File: src/rtl/battle_pkg.sv
// battle_pkg: shared response codes, responder states, board defaults and cell indexing
package battle_pkg;
  localparam int GRID_N_DEF = 10;
  localparam int SHIP_CELLS_DEF = 20;
  localparam int IDX_W_DEF = 7;
  typedef enum logic [1:0] {RESP_NONE, RESP_MISS, RESP_HIT, RESP_HIT_LAST} resp_t;
  typedef enum logic [2:0] {S_IDLE, S_READY, S_LOOKUP, S_RESPOND, S_DONE} state_t;
  // row*grid+col; 8 bits covers any 4-bit row/col, callers truncate to their index width
  function automatic logic [7:0] cell_idx(input logic [3:0] row, input logic [3:0] col, input int grid = GRID_N_DEF);
    return 8'(row) * 8'(grid) + 8'(col);
  endfunction
endpackage

File: src/rtl/shot_responder_mask.sv
// shot_mask: per-cell already-hit flags with synchronous clear, set and combinational query
module shot_mask #(
  parameter int N = 100,
  parameter int IDX_W = 7
) (
  input  logic             clk,
  input  logic             rst,
  input  logic             clr,
  input  logic             set,
  input  logic [IDX_W-1:0] idx,
  output logic             query
);
  logic [N-1:0] bits;
  always_ff @(posedge clk or negedge rst)
    if (!rst) bits <= '0;
    else if (clr) bits <= '0;
    else if (set) bits[idx] <= 1'b1;
  assign query = bits[idx];
endmodule

File: src/rtl/shot_responder.sv
// shot_responder: looks up opponent shots in the board RAM and answers MISS/HIT/HIT_LAST.
// REPEAT_SHOT_CHECK_EN adds a shot mask so repeat hits on the same cell answer MISS.
module shot_responder
  import battle_pkg::*;
#(
  parameter int GRID_N = GRID_N_DEF,
  parameter int SHIP_CELLS = SHIP_CELLS_DEF,
  parameter int IDX_W = IDX_W_DEF
) (
  input  logic             clk,
  input  logic             rst,
  input  logic             arm,
  input  logic             shot_valid,
  input  logic [7:0]       shot_addr,
  output logic             shot_ready,
  output logic             board_rd_en,
  output logic [IDX_W-1:0] board_rd_addr,
  input  logic             board_rd_data,
  output logic             resp_valid,
  output logic [1:0]       resp_code,
  input  logic             resp_ready,
  output logic [4:0]       cells_left,
  output logic             fleet_sunk
);
  state_t state, state_nx;
  logic accept, legal, legal_q, mask_hit, hit, start, lookup;
  assign legal = int'(shot_addr[7:4]) < GRID_N && int'(shot_addr[3:0]) < GRID_N;
  assign board_rd_addr = IDX_W'(cell_idx(shot_addr[7:4], shot_addr[3:0], GRID_N));
  assign accept = shot_valid & shot_ready;
  assign start = state == S_IDLE && arm;
  assign lookup = state == S_LOOKUP && arm;
  assign hit = legal_q & board_rd_data & ~mask_hit & (cells_left != 5'd0);
  assign fleet_sunk = state == S_DONE;
  always_ff @(posedge clk or negedge rst)
    if (!rst) state <= S_IDLE;
    else state <= state_nx;
  always_comb begin
    state_nx = state;
    shot_ready = 1'b0;
    board_rd_en = 1'b0;
    case (state)
      S_IDLE: state_nx = arm ? S_READY : S_IDLE;
      S_READY: begin
        shot_ready = 1'b1;
        board_rd_en = shot_valid & legal;
        state_nx = !arm ? S_IDLE : shot_valid ? S_LOOKUP : S_READY;
      end
      S_LOOKUP: state_nx = arm ? S_RESPOND : S_IDLE;
      S_RESPOND: state_nx = !arm ? S_IDLE : !resp_ready ? S_RESPOND : cells_left == 5'd0 ? S_DONE : S_READY;
      S_DONE: state_nx = arm ? S_DONE : S_IDLE;
      default: state_nx = S_IDLE;
    endcase
  end
  always_ff @(posedge clk or negedge rst)
    if (!rst) begin
      legal_q <= 1'b0;
      cells_left <= 5'(SHIP_CELLS);
      resp_valid <= 1'b0;
      resp_code <= RESP_NONE;
    end else begin
      if (start) cells_left <= 5'(SHIP_CELLS);
      if (accept) legal_q <= legal;
      if (lookup) begin
        resp_valid <= 1'b1;
        resp_code <= hit ? (cells_left == 5'd1 ? RESP_HIT_LAST : RESP_HIT) : RESP_MISS;
        if (hit) cells_left <= cells_left - 5'd1;
      end
      if (state == S_RESPOND && (resp_ready || !arm)) begin
        resp_valid <= 1'b0;
        resp_code <= RESP_NONE;
      end
    end
`ifdef REPEAT_SHOT_CHECK_EN
  logic [IDX_W-1:0] idx_q;
  always_ff @(posedge clk or negedge rst)
    if (!rst) idx_q <= '0;
    else if (accept) idx_q <= board_rd_addr;
  shot_mask #(.N(GRID_N * GRID_N), .IDX_W(IDX_W)) u_mask (
    .clk(clk),
    .rst(rst),
    .clr(start),
    .set(lookup & hit),
    .idx(idx_q),
    .query(mask_hit)
  );
`else
  assign mask_hit = 1'b0;
`endif
endmodule

File: config.mk
export PLATFORM = sky130hd
export DESIGN_NAME = shot_responder
export DESIGN_NICKNAME = d
export VERILOG_FILES = /design/src/rtl/battle_pkg.sv /design/src/rtl/shot_responder_mask.sv /design/src/rtl/shot_responder.sv
export SDC_FILE = /design/constraint.sdc
export NUM_CORES = 1
export LEC_CHECK = 0
export ABC_AREA = 1
export CAP_MARGIN = 20
export CORE_MARGIN = 4
export CORE_UTILIZATION = 40
export CTS_CLUSTER_DIAMETER = 60
export DETAILED_ROUTE_END_ITERATION = 10
export GPL_ROUTABILITY_DRIVEN = 1
export PLACE_DENSITY = 0.81
export SLEW_MARGIN = 20
export SYNTH_ARGS = -nofsm -noshare
export SYNTH_HDL_FRONTEND = slang
export SYNTH_SLANG_ARGS = --single-unit
File: constraint.sdc
create_clock -name clk -period 1.7 [get_ports clk]
set_input_delay 0.255 -clock clk [delete_from_list [all_inputs] [get_ports clk]]
set_output_delay 0.255 -clock clk [all_outputs]
set_load 0.01 [all_outputs]
==> impl_metrics.tcl, run 1 <==
set metrics [dict create \
    max_slew_margin_pct 64.0 \
    crit_family "adder cells" \
    grt_overflow 0 \
    tightest_slew_ns 0.538 \
    place.gp.congestion 0.823 \
    required_ns 1.44 \
    drc 0 \
    fin_cells 200 \
    ys_ff_latch 12 \
    yosysTopAreaCellShare_pct 26.7 \
    synth_cell_types 21 \
    irDropWorstVdd_mv 0.448 \
    drive_above_1_share_pct 32.0 \
    grt_max_degree 13 \
    arrival_ns 1.64 \
    violations "setup timing" \
    htreeDepth 1 \
    post-place-ws_ns -1.12 \
    post-route-util_pct 67.9 \
    slowest_stage "fa_2" \
    num_antenna_cells 0 \
    yosysSeqAreaShare_pct 32.3 \
    synth_common_cells "nand2_1 (42), inv_1 (14), dfrtp_1 (10)" \
    finalCriticalPeriod_ns 1.90 \
    cts_buffers 3 \
    cpMostUsedCell "ha_4" \
    grt_most_used_layer "met2" \
    die_area_um2 3180 \
    track_usage_pct 17.4 \
    ys_async_sr_fraction_pct 100 \
    max_stage_delay_ns 0.53 \
    synthFlopType "dfrtp_1" \
    worst_slack_ns -0.196 \
    fp-row-count 17 \
    worstSetupPathType "in2out" \
    dr.pass1.iters 5 \
    netlist_area_um2 938 \
    finalSetupViolCount 2 \
    critical_path.max_fanout 2 \
    die_w_um 56.4 \
    vias 986 \
    setup_tns_ns -0.383 \
    coreArea_um2 2210 \
    first_iter_violations 15 \
    viasPerCell 4.93 \
    clock_skew_ns 0.00339 \
    syn_nets 150 \
    status "complete, but fails checks" \
    clkLatencyLatePin_ns 0.28 \
    final_hold_viol_count 0 \
    startpoint_type "input port" \
    critPathCaptureType "primary output" \
    cts.sinks 12 \
    final_antenna_net_count 0 \
    p_per_area_nw_per_um2 708 \
    yosys-top-cells-area "dfrtp_1 (27%), nand2_1 (17%), ha_1 (12%), dfstp_2 (5.6%), inv_1 (5.6%)" \
    fmax_mhz 527 \
    use_met2_pct 31.2 \
    drv_cap 0 \
    met1_usage_pct 18.2 \
    boundaryPins 32 \
    dp.cells 193 \
    synth.most_common_cell "nand2_1" \
    wire_per_inst_um 13.0 \
    fin_nets 199 \
    hold_path_class "in2async" \
    r2r_slack_ns 0.20 \
    syn_area_per_cell_um2 7.51 \
    area_growth_pct 60.0 \
    cts_hold_buf 0 \
    clockBufferDepth 2 \
    grt_setup_unrepaired "yes" \
    portBuffers 29 \
    power.leakage_uw 0.000751 \
    synth_top_cell_by_area "dfrtp_1" \
    cp_cell_sequence "buf_8, ha_4, ha_4, fa_2, buf_4, xnor2_2, buf_2" \
    die_y_um 56.4 \
    hpwl_um 1990 \
    antenna_found_initial 0 \
    synth_edf_count 0 \
    clk_root_buffer_cell "clkbuf_4" \
    cts_tree "yes" \
    synth-warning-count 0 \
    start_util_pct 42.4 \
    grt_pass1_vias 1038 \
    synth_cells 125 \
    slew_viol_final 0 \
    fin_crit_sh_pct 112 \
    grt_pass1_wl_um 4430 \
    global_route.usage.met3_pct 4.14 \
    critPathBufInv 3 \
    clk_pin_slew_worst_paths_ns 0.08 \
    drt-total-wl_um 2600 \
]
## final timing paths
| kind | from | end | cells past startpoint |
|---|---|---|---|
| min in group clk | shot_addr[1] | legal_q | 4 |
| setup reg to reg | cells_left[0] | cells_left[0] | 9 |
| max in group asynchronous | rst | cells_left[2] | 1 |
| hold / removal | rst | state[2] | 1 |
| hold reg to reg | resp_valid | resp_valid | 1 |
| setup / recovery | shot_addr[7] | board_rd_addr[5] | 7 |
## worst reg2reg max path: cells and delay by family (launching register included)
family          cells  cell delay [ns]
flops               1             0.41
simple gates        4             0.29
buf+inv             3             0.27
compound gates      1             0.27
fa+ha+maj           1             0.20
## state kept, by name (all words and copies together), names as in the netlist
signal      count
resp_valid      1
cells_left      5
resp_code       2
legal_q         1
state           3
## power by group
part,leakage (µW),internal (µW),switching (µW)
sequential,0.000152,336,37.0
combinational,0.000585,262,242
clock,0.0000138,82.3,104
## layout by cell type, fill, tap and decap left out, types with 5 or more instances in the layout
cell and count:
nor2_1 7, ha_4 5, nand2_1 40, buf_2 5, o21ai_0 5, clkdlybuf4s50_1 14, nand3_1 6, inv_1 14
buf_4 14, dfrtp_1 10
## final cells by class
| type | instances | area [µm²] |
|---|---|---|
| fill | 188 | 711 |
| multi-input combinational | 95 | 692 |
| timing repair buffer | 45 | 385 |
| sequential | 12 | 303 |
| inverter | 17 | 63.8 |
| tap | 28 | 35.0 |
| clock buffer | 3 | 22.5 |
## routing by layer
metal  up-vias  share of wire (%)
met1       463                 39
li1        487                  -
met3         8                4.9
met4         0                2.8
met2        28                 53
met5         -                  0
## cell families (layout without fill, tap and decap cells)
logic type / after synthesis / after routing / synth area share [%]
flip-flops: 12 / 12 / 32.3
AND/OR/NAND/NOR: 64 / 64 / 29.6
buffers and inverters: 18 / 65 / 7.60
adder cells (fa/ha/maj): 11 / 11 / 16.3
XOR/XNOR: 7 / 7 / 6.53
AO/OA/AOI/OAI: 13 / 13 / 7.73
## metrics by stage
| stage | cell area, µm² | total power (µW) | hold WS (ns) |
|---|---|---|---|
| after floorplan | 986 | 611 | -0.0406 |
| after global placement | 1390 | 846 | 0.471 |
| after detailed placement | 1390 | 861 | 0.477 |
| after CTS | 1440 | 1030 | 0.345 |
| after global routing | 1500 | 1140 | 0.372 |
| final | 1500 | 1060 | 0.317 |
## repair_timing
item | 4_1_cts | 5_1_grt
endpoints found under the setup margin | 9 | 6
gates resized for setup | 54 | 14
pin swaps | 8 | 9
buffers inserted | 1 | 3
gates cloned | 0 | 0
hold endpoints to repair | 0 | 0
Note: power is estimated with default switching activity, not from simulation.
==> run 2: changes to the inputs <==
CORE_UTILIZATION = 45   (was 40)
PLACE_DENSITY = 0.85   (was 0.81)
SKIP_LAST_GASP = 1   (was not set)
clock period = 1.9 ns   (was 1.7 ns; I/O delays follow)
==> impl_metrics.tcl, run 2 (same netlist as run 1, synthesis figures left out) <==
set metrics [dict create \
    fin_nets 191 \
    final_cell_mix "nand2_1 (41), clkdlybuf4s50_1 (16), inv_1 (13)" \
    cts_buffers 3 \
    top_register "cells_left" \
    drv_cap 0 \
    finalCriticalPeriod_ns 1.97 \
    power.leakage_uw 0.000708 \
    fin_crit_sh_pct 104 \
    top_regs "cells_left: 5 flops, state: 3 flops, resp_code: 2 flops" \
    largest_reg_flops 5 \
    hold_path_class "in2async" \
    global_route.usage.met3_pct 4.43 \
    arrival_ns 1.69 \
    area_growth_pct 50.5 \
    clock_skew_ns 0.00507 \
    htreeDepth 1 \
    clk_root_buffer_cell "clkbuf_4" \
    placed_area_um2 1310 \
    r2r_slack_ns 0.46 \
    multi_input_area_um2 649 \
    required_ns 1.62 \
    clockBufferDepth 2 \
    fp-row-count 16 \
    viasPerCell 4.93 \
    first_iter_violations 17 \
    critical_path.max_fanout 2 \
    use_met2_pct 35.3 \
    finalSetupViolCount 2 \
    grt_setup_unrepaired "yes" \
    irDropWorstVdd_mv 0.425 \
    die_w_um 53.7 \
    start_util_pct 47.8 \
    die_y_um 53.7 \
    num_antenna_cells 0 \
    startpoint_type "input port" \
    drt-total-wl_um 2490 \
    hpwl_um 1920 \
    die_area_um2 2880 \
    cts_tree "yes" \
    drc 0 \
    fmax_mhz 507 \
    p_per_area_nw_per_um2 683 \
    ff_latch_area_um2 303 \
    grt_pass1_wl_um 4060 \
    grt_pass1_vias 958 \
    post-place-ws_ns -0.966 \
    final_antenna_net_count 0 \
    vias 946 \
    wire_per_inst_um 12.9 \
    max_slew_margin_pct 61.2 \
    worst_slack_ns -0.0738 \
    violations "setup timing" \
    worstSetupPathType "in2out" \
    grt_most_used_layer "met2" \
    cts.sinks 12 \
    fin_area_um2 1410 \
    place.gp.congestion 0.831 \
    status "complete, but fails checks" \
    slew_viol_final 0 \
    coreArea_um2 1960 \
    layout_commonest_cell "nand2_1" \
    tightest_slew_ns 0.581 \
    critPathCaptureType "primary output" \
    dr.pass1.iters 4 \
    clk_pin_slew_worst_paths_ns 0.08 \
    fill_cells 167 \
    clkLatencyLatePin_ns 0.27 \
    antenna_found_initial 0 \
    met1_usage_pct 21.2 \
    grt_max_degree 13 \
    drive_above_1_share_pct 26.1 \
    portBuffers 29 \
    boundaryPins 32 \
    track_usage_pct 19.3 \
    final_hold_viol_count 0 \
    grt_overflow 0 \
]
==> run 2: cell types whose count changed in the layout (fill, tap and decap cells not counted), sizes merged <==
| cell | previous run | this run |
|---|---|---|
| buf | 24 | 15 |
| clkbuf | 5 | 4 |
| dlygate4sd2 | 4 | 5 |
| clkdlybuf4s50 | 14 | 16 |
==> run 2: power breakdown <==
| part | switching (µW) | leakage [µW] | internal, µW |
|---|---|---|---|
| Clock | 92.0 | 0.0000210 | 116 |
| Combinational | 205 | 0.000535 | 219 |
| Sequential | 32.3 | 0.000152 | 301 |
| Total | 329 | 0.000708 | 636 |
==> run 2: worst paths after layout <==
path / cells past startpoint / start / to
setup / recovery: 7 / shot_addr[7] / board_rd_addr[5]
min in group clk: 5 / shot_addr[7] / legal_q
setup reg to reg: 8 / cells_left[0] / resp_code[0]
hold reg to reg: 1 / resp_valid / resp_valid
max in group asynchronous: 1 / rst / cells_left[4]
hold / removal: 1 / rst / state[1]
==> run 2: area by class of cell <==
cell class | instances | share of cell area (%)
repair buffers | 37 | 23.1
well taps | 27 | 2.39
clock buffers | 4 | 2.57
flip-flops and latches | 12 | 21.4
inverters | 17 | 4.52
multi-input cells | 95 | 46.0
==> run 2: routing by layer <==
metal  part of all wire (%)  vias up
li1                       -      473
met1                     39      434
met2                     53       35
met3                    7.0        4
met4                    1.5        0
met5                      0        -
==> run 2: worst max-delay path, stage by stage <==
cell and delay (ns):
buf_8 0.10, ha_4 0.23, ha_4 0.15, fa_1 0.48, buf_4 0.17, xnor2_2 0.12, buf_2 0.15
==> run 2: timing repair <==
item | 4_1_cts | 5_1_grt
pin swaps | 8 | 1
endpoints found under the hold margin | 0 | 0
endpoints found under the setup margin | 7 | 3
hold buffers | 0 | 0
gates resized for setup | 52 | 3
buffers inserted | 1 | 0
==> run 2: metrics by stage <==
stage | hold WS, ns | total power, µW | TNS [ns] | util (%) | instances
after global routing | 0.400 | 1030 | -0.205 | 72.0 | 192
after floorplan | -0.0106 | 532 | 0 | - | 125
after detailed placement | 0.505 | 744 | -3.71 | 66.6 | 187
after CTS | 0.371 | 965 | -0.218 | 71.3 | 192
after global placement | 0.481 | 730 | -3.61 | 66.6 | 187
final | 0.375 | 965 | -0.138 | 72.0 | 192
==> run 3: changes to the inputs <==
clock period = 2.2 ns   (was 1.9 ns; I/O delays follow)
==> impl_metrics.tcl, run 3 (same netlist as run 1, synthesis figures left out) <==
set metrics [dict create \
    p_switching_uw 268 \
    violations "setup timing" \
    postCtsSetupBuffers 0 \
    first_iter_violations 17 \
    wire_per_inst_um 12.6 \
    portBuffers 29 \
    dr.pass1.iters 4 \
    top_register "cells_left" \
    p_per_area_nw_per_um2 572 \
    tightest_slew_ns 0.560 \
    drc 0 \
    fin_crit_sh_pct 100 \
    placed_area_um2 1310 \
    clk_root_buffer_cell "clkbuf_4" \
    drive_above_1_share_pct 19.5 \
    worstSetupPathType "in2out" \
    critPathCaptureType "primary output" \
    swShare_pct 34.9 \
    finalCriticalPeriod_ns 2.20 \
    power.leakage_uw 0.000685 \
    layout_commonest_cell "nand2_1" \
    cts_buffers 3 \
    vias 954 \
    drv_cap 0 \
    cts_tree "yes" \
    cts_hold_buf 0 \
    critical_path.max_fanout 2 \
    seq_power_share_pct 37.4 \
    fin_cells 191 \
    crit_start "shot_addr[5]" \
    final_antenna_net_count 0 \
    clkLatencyLatePin_ns 0.27 \
    intPower_uw 499 \
    hold_path_class "in2async" \
    required_ns 1.87 \
    final_cell_mix "nand2_1 (42), clkdlybuf4s50_1 (19), inv_1 (13)" \
    area_growth_pct 42.9 \
    drt-total-wl_um 2400 \
    grt_pass1_vias 1000 \
    grt_max_degree 13 \
    track_usage_pct 19.3 \
    final_hold_viol_count 0 \
    place.gp.congestion 0.816 \
    slew_viol_final 0 \
    clk_pin_slew_worst_paths_ns 0.08 \
    finalSetupViolCount 1 \
    worst_slack_ns -0.000567 \
    grt_overflow 0 \
    setup_tns_ns -0.000567 \
    fmax_mhz 454 \
    r2r-start "cells_left[0]" \
    arrival_ns 1.87 \
    grt_pass1_wl_um 4060 \
    slowest_stage "fa_1" \
    boundaryPins 32 \
    max_slew_margin_pct 62.5 \
    largest_reg_flops 5 \
    fp-row-count 16 \
    fin_nets 190 \
    holdWs_ns 0.410 \
    viasPerCell 4.99 \
    clkPwrFrac_pct 18.6 \
    coreArea_um2 1960 \
    die_y_um 53.7 \
    clock_skew_ns 0.00885 \
    cp_cell_sequence "clkdlybuf4s15_1, ha_4, ha_2, fa_1, nand3_2, xor2_1, buf_2" \
    fin_area_um2 1340 \
    startpoint_type "input port" \
    post-place-ws_ns -0.770 \
    status "complete, but fails checks" \
    dp.cells 187 \
    hpwl_um 1930 \
    combPwrFrac_pct 44.0 \
    start_util_pct 47.8 \
    irDropWorstVdd_mv 0.403 \
    cts.sinks 12 \
    die_w_um 53.7 \
    clockBufferDepth 2 \
    num_antenna_cells 0 \
    htreeDepth 1 \
    die_area_um2 2880 \
    max_stage_delay_ns 0.53 \
    grt_setup_unrepaired "yes" \
    top_regs "cells_left: 5 flops, state: 3 flops, resp_code: 2 flops" \
    antenna_found_initial 0 \
]
[run 3: layout make-up]
type,instances,area [µm²]
fillers,183,621
inverters,17,63.8
multi-input cells,95,592
clock buffers,4,26.3
repair buffers,36,323
flip-flops and latches,12,303
well taps,27,33.8
[run 3: power by group through the flow]
stage	Clock (µW)	Sequential [µW]	Combinational (µW)
2_1_floorplan	0	298	161
3_3_place_gp	0	289	342
3_5_place_dp	0	290	353
4_1_cts	145	286	343
5_1_grt	154	292	375
6_report	142	287	338
[run 3: what timing repair did]
item | CTS | global route
resized for setup | 25 | 6
endpoints found under the setup margin | 5 | 5
pin swaps | 7 | 2
gates cloned | 0 | 0
[run 3: worst max-delay path, delay by kind of cell]
family	cells	cell delay (ns)
adders and majority gates	3	0.93
buffers and inverters	2	0.38
xor gates and xnor gates	1	0.14
and+or+nand+nor	1	0.09
[run 3: final timing paths]
kind | depth (start not counted) | end | slack [ns]
worst max-delay path | 7 | board_rd_addr[6] | -0.0006
worst min-delay path | 1 | state[2] | 0.41
worst max register to register | 10 | cells_left[1] | 0.77
worst min register to register | 2 | legal_q | 0.51
max in group asynchronous | 1 | resp_code[1] | 1.41
min in group clk | 2 | legal_q | 0.51
[run 3: routing by layer]
layer / global-route usage (%) / vias to the layer above / share of wire [%]
li1: - / 471 / -
met1: 20.1 / 438 / 40
met2: 36.7 / 39 / 51
met3: 4.99 / 6 / 6.4
met4: 6.38 / 0 / 2.7
met5: 0 / - / 0
[run 3: stage by stage]
| step | utilization [%] | power [µW] |
|---|---|---|
| 3_5_place_dp | 66.6 | 643 |
| 6_report | 68.4 | 767 |
| 4_1_cts | 68.7 | 774 |
| 2_1_floorplan | - | 459 |
| 5_1_grt | 68.4 | 821 |
| 3_3_place_gp | 66.6 | 631 |
